## config.mk

```make
export PLATFORM = sky130hd
export DESIGN_NAME = vga_sync_flat
export DESIGN_NICKNAME = d
export VERILOG_FILES = /design/src/rtl/vga_sync_if.sv /design/src/rtl/vga_sync.sv /design/src/flat_wrapper.sv
export SDC_FILE = /design/constraint.sdc
export NUM_CORES = 1
export LEC_CHECK = 0
export CAP_MARGIN = 15
export CORE_MARGIN = 2
export CORE_UTILIZATION = 42
export DETAILED_ROUTE_END_ITERATION = 8
export GPL_TIMING_DRIVEN = 1
export HOLD_SLACK_MARGIN = 0.08
export PLACE_DENSITY = 0.65
export SYNTH_ARGS = -nofsm -noshare
export SYNTH_HDL_FRONTEND = slang
export SYNTH_SLANG_ARGS = --single-unit
```

## constraint.sdc

```tcl
create_clock -name Clk -period 2.82 [get_ports Clk]
set_input_delay 0.564 -clock Clk [delete_from_list [all_inputs] [get_ports Clk]]
set_output_delay 0.564 -clock Clk [all_outputs]
set_load 0.05 [all_outputs]
```

## src/rtl/vga_sync_if.sv

```systemverilog
// ---------------------------------------------------------------------------
// vga_sync_if
// Bundles the raster-timing outputs of vga_sync so downstream blocks (the
// character/blanking memory and the colour output stage) can take them as one
// port.
//
// Signals:
//   Posx        [9:0]  horizontal count, 0..H_TOTAL-1
//   Posy        [9:0]  vertical count, 0..V_TOTAL-1
//   hsync              horizontal sync, active low
//   vsync              vertical sync, active low
//   video_on           visible-area qualifier
//   pixel_tick         one-Clk pulse per pixel period
//   frame_start        one-Clk pulse after the counters wrap to (0,0)
//   frame_count [7:0]  frames completed mod 256 (only with VGA_FRAME_CNT_EN)
//
// Modports: master (the timing generator drives), slave (consumers read).
// Optional feature macro: VGA_FRAME_CNT_EN
// ---------------------------------------------------------------------------
interface vga_sync_if;
    logic [9:0] Posx;
    logic [9:0] Posy;
    logic       hsync;
    logic       vsync;
    logic       video_on;
    logic       pixel_tick;
    logic       frame_start;
`ifdef VGA_FRAME_CNT_EN
    logic [7:0] frame_count;
`endif

`ifdef VGA_FRAME_CNT_EN
    modport master (
        output Posx, Posy, hsync, vsync, video_on, pixel_tick, frame_start,
               frame_count
    );
    modport slave (
        input  Posx, Posy, hsync, vsync, video_on, pixel_tick, frame_start,
               frame_count
    );
`else
    modport master (
        output Posx, Posy, hsync, vsync, video_on, pixel_tick, frame_start
    );
    modport slave (
        input  Posx, Posy, hsync, vsync, video_on, pixel_tick, frame_start
    );
`endif
endinterface

```

## src/rtl/vga_sync.sv

```systemverilog
// ---------------------------------------------------------------------------
// vga_sync
// VGA raster timing generator (640x480 @ 60 Hz by default). Divides Clk down
// to a pixel-rate tick, runs horizontal/vertical pixel counters and derives
// sync pulses, the visible-area qualifier and a frame-start pulse from them.
//
// Ports:
//   Clk    in   system clock, all logic on the rising edge
//   reset  in   synchronous, active-high reset
//   vga    vga_sync_if.master:
//          Posx/Posy, hsync/vsync (active low), video_on, pixel_tick,
//          frame_start and, optionally, frame_count
//
// Optional feature macro: VGA_FRAME_CNT_EN adds an 8-bit completed-frame
// counter on vga.frame_count. Without it the counter does not exist.
//
// Geometry limits: CLK_DIV in 1..15; H_TOTAL and V_TOTAL at most 1024.
// ---------------------------------------------------------------------------
module vga_sync #(
    parameter int CLK_DIV   = 2,
    parameter int H_VISIBLE = 640,
    parameter int H_FRONT   = 16,
    parameter int H_SYNC    = 96,
    parameter int H_BACK    = 48,
    parameter int V_VISIBLE = 480,
    parameter int V_FRONT   = 10,
    parameter int V_SYNC    = 2,
    parameter int V_BACK    = 33
) (
    input  logic      Clk,
    input  logic      reset,
    vga_sync_if.master vga
);

    localparam int H_TOTAL = H_VISIBLE + H_FRONT + H_SYNC + H_BACK;
    localparam int V_TOTAL = V_VISIBLE + V_FRONT + V_SYNC + V_BACK;

    localparam logic [3:0] DIV_MAX      = 4'(CLK_DIV - 1);
    localparam logic [9:0] H_MAX        = 10'(H_TOTAL - 1);
    localparam logic [9:0] V_MAX        = 10'(V_TOTAL - 1);
    localparam logic [9:0] H_VIS_END    = 10'(H_VISIBLE);
    localparam logic [9:0] V_VIS_END    = 10'(V_VISIBLE);
    // Sync windows are held as inclusive bounds so that a porch-free
    // 1024-count geometry still fits in 10 bits.
    localparam logic [9:0] H_SYNC_FIRST = 10'(H_VISIBLE + H_FRONT);
    localparam logic [9:0] H_SYNC_LAST  = 10'(H_VISIBLE + H_FRONT + H_SYNC - 1);
    localparam logic [9:0] V_SYNC_FIRST = 10'(V_VISIBLE + V_FRONT);
    localparam logic [9:0] V_SYNC_LAST  = 10'(V_VISIBLE + V_FRONT + V_SYNC - 1);

    logic [3:0] r_div;
    logic [9:0] r_posx;
    logic [9:0] r_posy;
    logic       r_hsync;
    logic       r_vsync;
    logic       r_frame_start;

    logic       w_tick;
    logic       w_h_wrap;
    logic       w_v_wrap;
    logic       w_frame_wrap;
    logic [9:0] w_posx_next;
    logic [9:0] w_posy_next;

    // Tick is decoded from the registered divider; with CLK_DIV=1 the
    // divider sits at 0 and the tick is permanently true.
    assign w_tick       = (r_div == DIV_MAX);
    assign w_h_wrap     = (r_posx == H_MAX);
    assign w_v_wrap     = (r_posy == V_MAX);
    assign w_frame_wrap = w_tick && w_h_wrap && w_v_wrap;

    // Next-count values; the line counter only moves on the tick where the
    // pixel counter wraps, and wrap is always by compare.
    always_comb begin
        w_posx_next = r_posx;
        w_posy_next = r_posy;
        if (w_tick) begin
            if (w_h_wrap) begin
                w_posx_next = 10'd0;
                w_posy_next = w_v_wrap ? 10'd0 : (r_posy + 10'd1);
            end else begin
                w_posx_next = r_posx + 10'd1;
            end
        end
    end

    always_ff @(posedge Clk) begin
        if (reset) begin
            r_div         <= 4'd0;
            r_posx        <= 10'd0;
            r_posy        <= 10'd0;
            r_hsync       <= 1'b1;
            r_vsync       <= 1'b1;
            r_frame_start <= 1'b0;
        end else begin
            r_div         <= w_tick ? 4'd0 : (r_div + 4'd1);
            r_posx        <= w_posx_next;
            r_posy        <= w_posy_next;
            // Syncs are decoded from the next counts so they land on the
            // same edge as the coordinates they describe.
            r_hsync       <= !((w_posx_next >= H_SYNC_FIRST) &&
                               (w_posx_next <= H_SYNC_LAST));
            r_vsync       <= !((w_posy_next >= V_SYNC_FIRST) &&
                               (w_posy_next <= V_SYNC_LAST));
            r_frame_start <= w_frame_wrap;
        end
    end

`ifdef VGA_FRAME_CNT_EN
    logic [7:0] r_frame_count;

    // Counts completed frames; advances on the edge that raises frame_start
    // and wraps naturally at 256.
    always_ff @(posedge Clk) begin
        if (reset) begin
            r_frame_count <= 8'd0;
        end else if (w_frame_wrap) begin
            r_frame_count <= r_frame_count + 8'd1;
        end
    end

    assign vga.frame_count = r_frame_count;
`endif

    assign vga.Posx        = r_posx;
    assign vga.Posy        = r_posy;
    assign vga.hsync       = r_hsync;
    assign vga.vsync       = r_vsync;
    assign vga.frame_start = r_frame_start;
    // Both qualifiers are forced low while reset is held so consumers never
    // see a stale pixel or tick during reset.
    assign vga.pixel_tick  = w_tick && !reset;
    assign vga.video_on    = !reset && (r_posx < H_VIS_END) && (r_posy < V_VIS_END);

endmodule

```

## src/flat_wrapper.sv

```systemverilog
// flat-port wrapper written by rule: the top's interface ports become plain ports
module vga_sync_flat 
#(
    parameter int CLK_DIV   = 2,
    parameter int H_VISIBLE = 640,
    parameter int H_FRONT   = 16,
    parameter int H_SYNC    = 96,
    parameter int H_BACK    = 48,
    parameter int V_VISIBLE = 480,
    parameter int V_FRONT   = 10,
    parameter int V_SYNC    = 2,
    parameter int V_BACK    = 33
)
  (Clk, reset, vga_Posx, vga_Posy, vga_hsync, vga_vsync, vga_video_on, vga_pixel_tick, vga_frame_start);
  vga_sync_if vga_i ();
  input  logic Clk;
  input  logic reset;
  output wire logic [$bits(vga_i.Posx)-1:0] vga_Posx;
  output wire logic [$bits(vga_i.Posy)-1:0] vga_Posy;
  output wire logic [$bits(vga_i.hsync)-1:0] vga_hsync;
  output wire logic [$bits(vga_i.vsync)-1:0] vga_vsync;
  output wire logic [$bits(vga_i.video_on)-1:0] vga_video_on;
  output wire logic [$bits(vga_i.pixel_tick)-1:0] vga_pixel_tick;
  output wire logic [$bits(vga_i.frame_start)-1:0] vga_frame_start;
  assign vga_Posx = vga_i.Posx;
  assign vga_Posy = vga_i.Posy;
  assign vga_hsync = vga_i.hsync;
  assign vga_vsync = vga_i.vsync;
  assign vga_video_on = vga_i.video_on;
  assign vga_pixel_tick = vga_i.pixel_tick;
  assign vga_frame_start = vga_i.frame_start;
  vga_sync #(.CLK_DIV(CLK_DIV), .H_VISIBLE(H_VISIBLE), .H_FRONT(H_FRONT), .H_SYNC(H_SYNC), .H_BACK(H_BACK), .V_VISIBLE(V_VISIBLE), .V_FRONT(V_FRONT), .V_SYNC(V_SYNC), .V_BACK(V_BACK)) u_core (.Clk(Clk), .reset(reset), .vga(vga_i));
endmodule
```

**After elaboration in Yosys (flattened, before gate mapping)**

Cells that the tools add are included.

- Register bits: 27
- Output and inout bits: 25

- Add/sub/neg operators: 3
- $lt $le $gt $ge: 6
- Eq/ne operators: 3
- Multiplexer cells: 5
- Reduce and logical (&&, ||, !) cells: 11

Operators by type and width:

| kind | count |
|---|---|
| 10-bit 2-to-1 mux | 5 |
| 10-bit by 1-bit adder with 10-bit output (second input constant) | 2 |
| 10-bit == test (second input constant) | 2 |
| 10-bit >= comparator (second input constant) | 1 |
| 10-bit by 9-bit >= comparator with 1-bit output (second input constant) | 1 |
| 10-bit less-or-equal comparator (second input constant) | 1 |
| 10-bit by 9-bit less-or-equal comparator with 1-bit output (second input constant) | 1 |
| 10-bit less-than comparator (second input constant) | 1 |
| 10-bit by 9-bit less-than comparator with 1-bit output (second input constant) | 1 |
| 1-bit logical AND | 7 |
| 4-bit by 1-bit adder with 4-bit output (second input constant) | 1 |
| 4-bit by 1-bit == test with 1-bit output (second input constant) | 1 |
| 1-bit logical NOT | 3 |
| 2-bit OR reduction | 1 |

**Logic depth before layout (Yosys ltp)**

Gate-level depths: netlist of run 1.

- Depth after elaboration: 7
- Depth in mapped cells: 9
- Mapped depth without buffers: 7

**Worst setup path before layout of run 1**

No wires, ideal clock.

- Kind: register to register
- From: register u_core.r_posx[0], in the netlist u_core.vga.Posx[0]
- To: register u_core.r_vsync, in the netlist u_core.vga.vsync
- Arrival time: 2.640 ns
- Path slack: 0.040 ns
- Cell stages (with the launch flop): 8
- Cell sequence: dfxtp_1 -> ha_1 -> nand3_1 -> or4_1 -> buf_2 -> or4_4 -> a221oi_2 -> nand4_1

- Longest elaborated chain between the ends: 6
- Elaborated cells between the ends (all ways): 7

RTL lines:

| what | RTL line | text |
|---|---|---|
| from (decl) | vga_sync.sv:51 | `logic [9:0] r_posx;` |
| from (signal assigned) | vga_sync.sv:96 | `r_posx <= w_posx_next;` |
| 10-bit == test (*) | vga_sync.sv:67 | `assign w_h_wrap = (r_posx == H_MAX);` |
| 10-bit 2-to-1 mux (*) | vga_sync.sv:77 | `if (w_h_wrap) begin` |
| 10-bit 2-to-1 mux (*) | vga_sync.sv:76 | `if (w_tick) begin` |
| 10-bit by 9-bit >= comparator with 1-bit output / 10-bit by 9-bit less-or-equal comparator with 1-bit output (equally long branches) | vga_sync.sv:102, vga_sync.sv:103 |  |
| 1-bit logical AND (*) | vga_sync.sv:102 | `r_vsync <= !((w_posy_next >= V_SYNC_FIRST) &&` |
| 1-bit logical NOT (*) | vga_sync.sv:102 |  |
| to (signal assigned) | vga_sync.sv:102 |  |
| to (decl) | vga_sync.sv:54 | `logic r_vsync;` |

Every way passes the cells marked *; elsewhere a longest branch is shown, timed or not.
A chain may end at the register's enable or synchronous reset.

**Worst setup path after layout of run 1**

- From: register u_core.r_div[0]
- To: register u_core.r_vsync, in the netlist u_core.vga.vsync

- Longest elaborated chain between the ends: 5
- Elaborated cells between the ends (all ways): 6

RTL lines:

| what | RTL line | text |
|---|---|---|
| from (decl) | vga_sync.sv:50 | `logic [3:0] r_div;` |
| from (signal assigned) | vga_sync.sv:95 | `r_div <= w_tick ? 4'd0 : (r_div + 4'd1);` |
| 4-bit by 1-bit == test with 1-bit output (*) | vga_sync.sv:66 | `assign w_tick = (r_div == DIV_MAX);` |
| 10-bit 2-to-1 mux (*) | vga_sync.sv:76 |  |
| 10-bit by 9-bit >= comparator with 1-bit output / 10-bit by 9-bit less-or-equal comparator with 1-bit output (equally long branches) | vga_sync.sv:102, vga_sync.sv:103 |  |
| 1-bit logical AND (*) | vga_sync.sv:102 |  |
| 1-bit logical NOT (*) | vga_sync.sv:102 |  |

Marked as above.

==> run metrics, run 1 <==
antenna-violating nets left 0; post-DP HPWL 2420 um; max-capacitance violation count 0; Final min period 2.57 ns; Area contributors post-synth dfxtp_1 (36%), nor3_1 (4.3%), ha_1 (4.2%); clk_skew around 0.012 ns; Post-CTS Setup Bufs 0; per-cell routed wire length 12.9 um; Final #Nets approximately 210; Cell Pwr Density between 300 and 400 nW/um^2; initial antenna violation count 0; chip width 63.7 um; top_reg_cell synth dfxtp_1; vias 1,401; f_max between 300 and 400 MHz; Clock transition at path regs approximately 0.13 ns; Seq pwr share 0.597; status finished clean; Syn. warnings 0; io pins 27; num rows 21; GRT overflow 0; die area 4060 sq um; Placed Instances between 200 and 250; Synth Instances around 180; area leader, netlist dfxtp_1; WL final 3230 um; WP data required 3.01 ns; vias per cell approximately 5.6; drc violations 0; Combinational Power Share 0.163; pre-CTS setup slack between 0.2 and 0.3 ns; CP endpoint kind flip-flop; fin util 0.551; n_diodes 0; CP arrival 2.75 ns; vias in the first global route ~1,300; GP Congestion ~0.9; H-tree depth 1; CTS Buf Count 3; Final period util 0.910; die height 63.7 um; Pint 0.000492 W; switching share of power 0.279; Sw Pwr roughly 0.00019 W; EDFF count, synth 0; worst hold path type reg -> reg; # setup viols final 0; register area share after synthesis 0.361; clk_lat worst skew between 0.3 and 0.4 ns; area growth from synthesis to layout 24.7%; Fin Setup TNS 0 ns; clk sinks 27; Post-Syn Nets 190; CTS tree yes; Synth cell types 47; RSZ-0062 raised after global routing false; fraction of layout cells with a size suffix above 1 0.0829; Initial DRC Count around 130; final hold vios 0; Syn Area/Cell approximately 8.2 sq um; clock share of power 0.240; Worst Tran Pin Value just under 0.8 ns; final worst setup slack roughly 0.25 ns; critical path peak fanout 4; global-route usage over all layers 0.173; Max IR drop VDD between 200 and 250 uV; final instance area between 1500 and 2000 sq um; leakage power around 0.65 nW; placed instance area 1840 sq um; Root Buffer clkbuf_4; Pins Over Slew Limit 0; crit start category flip-flop; drt pass-1 iters 4; first-pass GRT wire length about 5800 um; pin count of the biggest net entering global routing 17; area share of the largest cell type after synthesis 0.361; Post-Synthesis Cell Area roughly 1500 sq um; Max Root-Sink Buffers 2; flip-flop and latch count after synthesis 27; port buffer count 26; Async SR Flop Fraction 0; # resized after CTS 0; cts-stage hold buffer count 0; fillcell total 312; critical path class reg -> reg; Initial Util 0.441; Slew HR 0.470; core footprint roughly 3400 sq um; Non-Filler Instances approximately 250
-- cells in the mapped netlist, types with 3 or more instances --
cell and n:
a21oi_1 7, clkbuf_1 12, dfxtp_1 27, ha_1 5, inv_1 4, nand2_1 15, nand3_1 5, nand4_1 8
nor2_1 16, nor3_1 13, nor4_1 3, o211ai_1 3, o21ai_0 8, or4_1 3, xnor2_1 7, xor2_1 7
-- state kept, by name (all words and copies together), names as in the netlist --
name / flops
u_core.vga.vsync: 1
u_core.vga.frame_start: 1
u_core.vga.Posx: 10
u_core.vga.hsync: 1
u_core.r_div: 4
u_core.vga.Posy: 10
-- cells in the final DEF, fill, tap and decap left out, types with 4 or more instances in the layout --
cell type / n
dfxtp_1: 27
clkdlybuf4s50_1: 24
nor2_1: 16
nand2_1: 15
nor3_1: 13
o21ai_0: 8
nand4_1: 8
xnor2_1: 7
xor2_1: 7
a21oi_1: 7
buf_4: 6
nand3_1: 5
ha_1: 5
inv_1: 4
-- path summary, 6_finish.rpt --
check / start / end / slack, ns / cells after the start
max: u_core.r_div[0] / u_core.vga.vsync / 0.25 / 6
min: u_core.r_div[0] / u_core.r_div[0] / 0.51 / 1
max reg2reg: u_core.r_div[0] / u_core.vga.vsync / 0.25 / 6
min reg2reg: u_core.r_div[0] / u_core.r_div[0] / 0.51 / 1
-- final cells by class --
type	instances	area [sq um]	area share
Multi-Input combinational cell	137	882	0.473
Clock buffer	4	26.3	0.0141
Inverter	4	15.0	0.00804
Timing Repair Buffer	33	345	0.185
Sequential cell	27	541	0.290
Tap cell	46	57.6	0.0308
-- metal layers --
metal / vias up / global-route usage / share of wire
met1: 652 / 0.219 / 0.46
met5: - / 0 / 0
li1: 710 / - / -
met2: 35 / 0.293 / 0.48
met3: 4 / 0.0357 / 0.049
met4: 0 / 0.0571 / 0.011
-- metrics by stage --
step / hold WS [ns] / total power, W
2_1_floorplan: 0.464 / 0.000488
5_1_grt: 0.542 / 0.000721
3_3_place_gp: 0.474 / 0.000524
3_5_place_dp: 0.491 / 0.000528
4_1_cts: 0.510 / 0.000690
6_report: 0.506 / 0.000682
-- power by group through the flow --
stage,clock network [W],logic [W],registers [W]
2_1_floorplan,0,0.0000535,0.000434
3_3_place_gp,0,0.000110,0.000414
3_5_place_dp,0,0.000112,0.000416
4_1_cts,0.000170,0.000113,0.000407
5_1_grt,0.000188,0.000122,0.000410
6_report,0.000164,0.000112,0.000407
-- worst max-delay path, stage by stage (launching register included) --
cell and delay [ns]:
dfxtp_1 0.40, ha_1 0.17, or3b_1 0.36, or4_1 0.60
or4_4 0.55, a221oi_2 0.25, nand4_1 0.11
-- logic make-up after synthesis --
kind of cell	count (synthesis)	share of synthesized area
adder cells (fa/ha/maj)	5	0.0418
AO/OA/AOI/OAI	33	0.150
flip-flops	27	0.361
AND/OR/NAND/NOR	85	0.316
buffers and inverters	19	0.0493
XOR/XNOR	14	0.0819
Note: power is estimated with default switching activity, not from simulation.
==> run 2, diff against run 1 <==
CELL_PAD_IN_SITES_DETAIL_PLACEMENT = 0   (was not set)
CELL_PAD_IN_SITES_GLOBAL_PLACEMENT = 1   (was not set)
CORE_UTILIZATION = 38   (was 42)
GPL_TIMING_DRIVEN = not set   (was 1)
PLACE_DENSITY = 0.77   (was 0.65)
==> run metrics, run 2 (same netlist as run 1, synthesis figures left out) <==
Final min period 2.54 ns (-0.0254 ns); drt pass-1 iters 4 (unchanged); vias per cell 5.59 (+0.20%); worst hold path type reg -> reg; final hold vios 0 (unchanged); critical path peak fanout 4 (unchanged); WL final 3630 um (+12%); Worst Tran Pin Value 0.819 ns (+0.0257 ns); CP arrival 2.68 ns (-0.07 ns); Non-Filler Instances 253 (+0.80%); pre-CTS setup slack 0.298 ns (+0.0400 ns); R2R Path Start u_core.r_div[0]; vias 1,415 (+1.0%); die area 4460 sq um (+9.9%); Placed Instances 249 (+0.81%); n_diodes 0 (unchanged); initial antenna violation count 0 (unchanged); Reg-to-Reg End u_core.vga.vsync; Final period util 0.901 (-0.00900); chip width 66.8 um (+4.8%); critical path class reg -> reg; H-tree depth 1 (unchanged); max-capacitance violation count 0 (unchanged); Initial DRC Count 102 (-20%); WP data required 2.96 ns (-0.05 ns); flop2flop setup slack 0.28 ns (+0.03 ns); cts-stage hold buffer count 0 (unchanged); Pins Over Slew Limit 0 (unchanged); commonest non-fill, non-tap cell in the layout dfxtp_1; RSZ-0062 raised after global routing false; num rows 22 (+4.8%); Slew HR 0.453 (-0.0172); Cell Pwr Density 395 nW/um^2 (+8.0%); clk_skew 0.00148 ns (-0.0108 ns); port buffer count 26 (unchanged); CTS tree yes; Clock transition at path regs 0.09 ns (-0.04 ns); cells on worst reg2reg path 6 (unchanged); crit start category flip-flop; first-pass GRT wire length 5980 um (+3.3%); fraction of layout cells with a size suffix above 1 0.0878 (+0.00488); antenna-violating nets left 0 (unchanged); global-route usage over all layers 0.175 (+0.00169); Final #Nets 213 (unchanged); f_max 394 MHz (+1.0%); status finished clean; Worst Hold Slack 0.500 ns (-0.00553 ns); Initial Util 0.403 (-0.0388); post-DP HPWL 2680 um (+10%); # resized after CTS 0 (unchanged); CP endpoint kind flip-flop; per-cell routed wire length 14.3 um (+11%); # setup viols final 0 (unchanged); vias in the first global route 1,253 (-5.2%); GP Congestion 0.881 (-2.6%); Root Buffer clkbuf_8; Post-CTS Setup Bufs 0 (unchanged); GRT overflow 0 (unchanged); clk sinks 27 (unchanged); CTS Buf Count 3 (unchanged); die height 66.8 um (+4.8%); Max Root-Sink Buffers 2 (unchanged); final worst setup slack 0.279 ns (+0.0254 ns); leakage power 0.659 nW (+1.2%); clk_lat worst skew 0.27 ns (-0.05 ns); pin count of the biggest net entering global routing 16 (-1); Max IR drop VDD 254 uV (+19%); CP Launch Point u_core.r_div[0]; drc violations 0 (unchanged); area growth from synthesis to layout 25.4%; Fin Setup TNS 0 ns (unchanged); CP Capture Point u_core.vga.vsync; core footprint 3720 sq um (+9.6%); io pins 27 (unchanged); most frequent cells in the layout dfxtp_1 (27), clkdlybuf4s50_1 (24), nor2_1 (16)
==> run 2: worst min path at each step <==
stage,startpoint,end,slack [ns],depth (start not counted)
5_1_grt,u_core.r_div[0],u_core.r_div[0],0.53,1
3_3_place_gp,u_core.r_div[0],u_core.r_div[0],0.47,1
6_report,u_core.r_div[0],u_core.r_div[0],0.50,1
3_5_place_dp,u_core.r_div[0],u_core.r_div[0],0.49,1
4_1_cts,u_core.r_div[0],u_core.r_div[0],0.51,1
2_1_floorplan,u_core.r_div[0],u_core.r_div[0],0.46,1
==> run 2: layer usage <==
layer,vias up,global-route usage,part of all wire
li1,705,-,-
met1,671,0.226,0.46
met2,37,0.296,0.49
met3,2,0.0405,0.046
met4,0,0.0383,0.0061
met5,-,0,0
==> run 2: layout make-up <==
type	count	area (sq um)
Inverter	4	15.0
Timing Repair Buffer	33	333
Multi-Input combinational cell	137	882
Clock inverter	1	5.00
Clock buffer	3	41.3
Tap cell	48	60.1
Sequential cell	27	541
Fill cell	373	1840
==> run 2: power breakdown <==
| part | internal (W) | leakage [nW] | switching [W] |
|---|---|---|---|
| combinational | 0.0000429 | 0.415 | 0.0000699 |
| clock | 0.0000990 | 0.0255 | 0.000122 |
| sequential | 0.000393 | 0.218 | 0.0000140 |
==> run 2: critical path, cell delays in order (launching register included) <==
cell and delay (ns):
dfxtp_1 0.39, ha_1 0.17, or3b_1 0.37, or4_1 0.59
or4_4 0.55, a221oi_2 0.24, nand4_1 0.11
==> run 2: stage by stage <==
step	util	total power [W]	instance area, sq um
finish	0.505	0.000741	1880
global route	0.505	0.000778	1880
CTS	0.505	0.000755	1880
detailed placement	0.493	0.000529	1830
global placement	0.493	0.000525	1830
floorplan	-	0.000488	1500
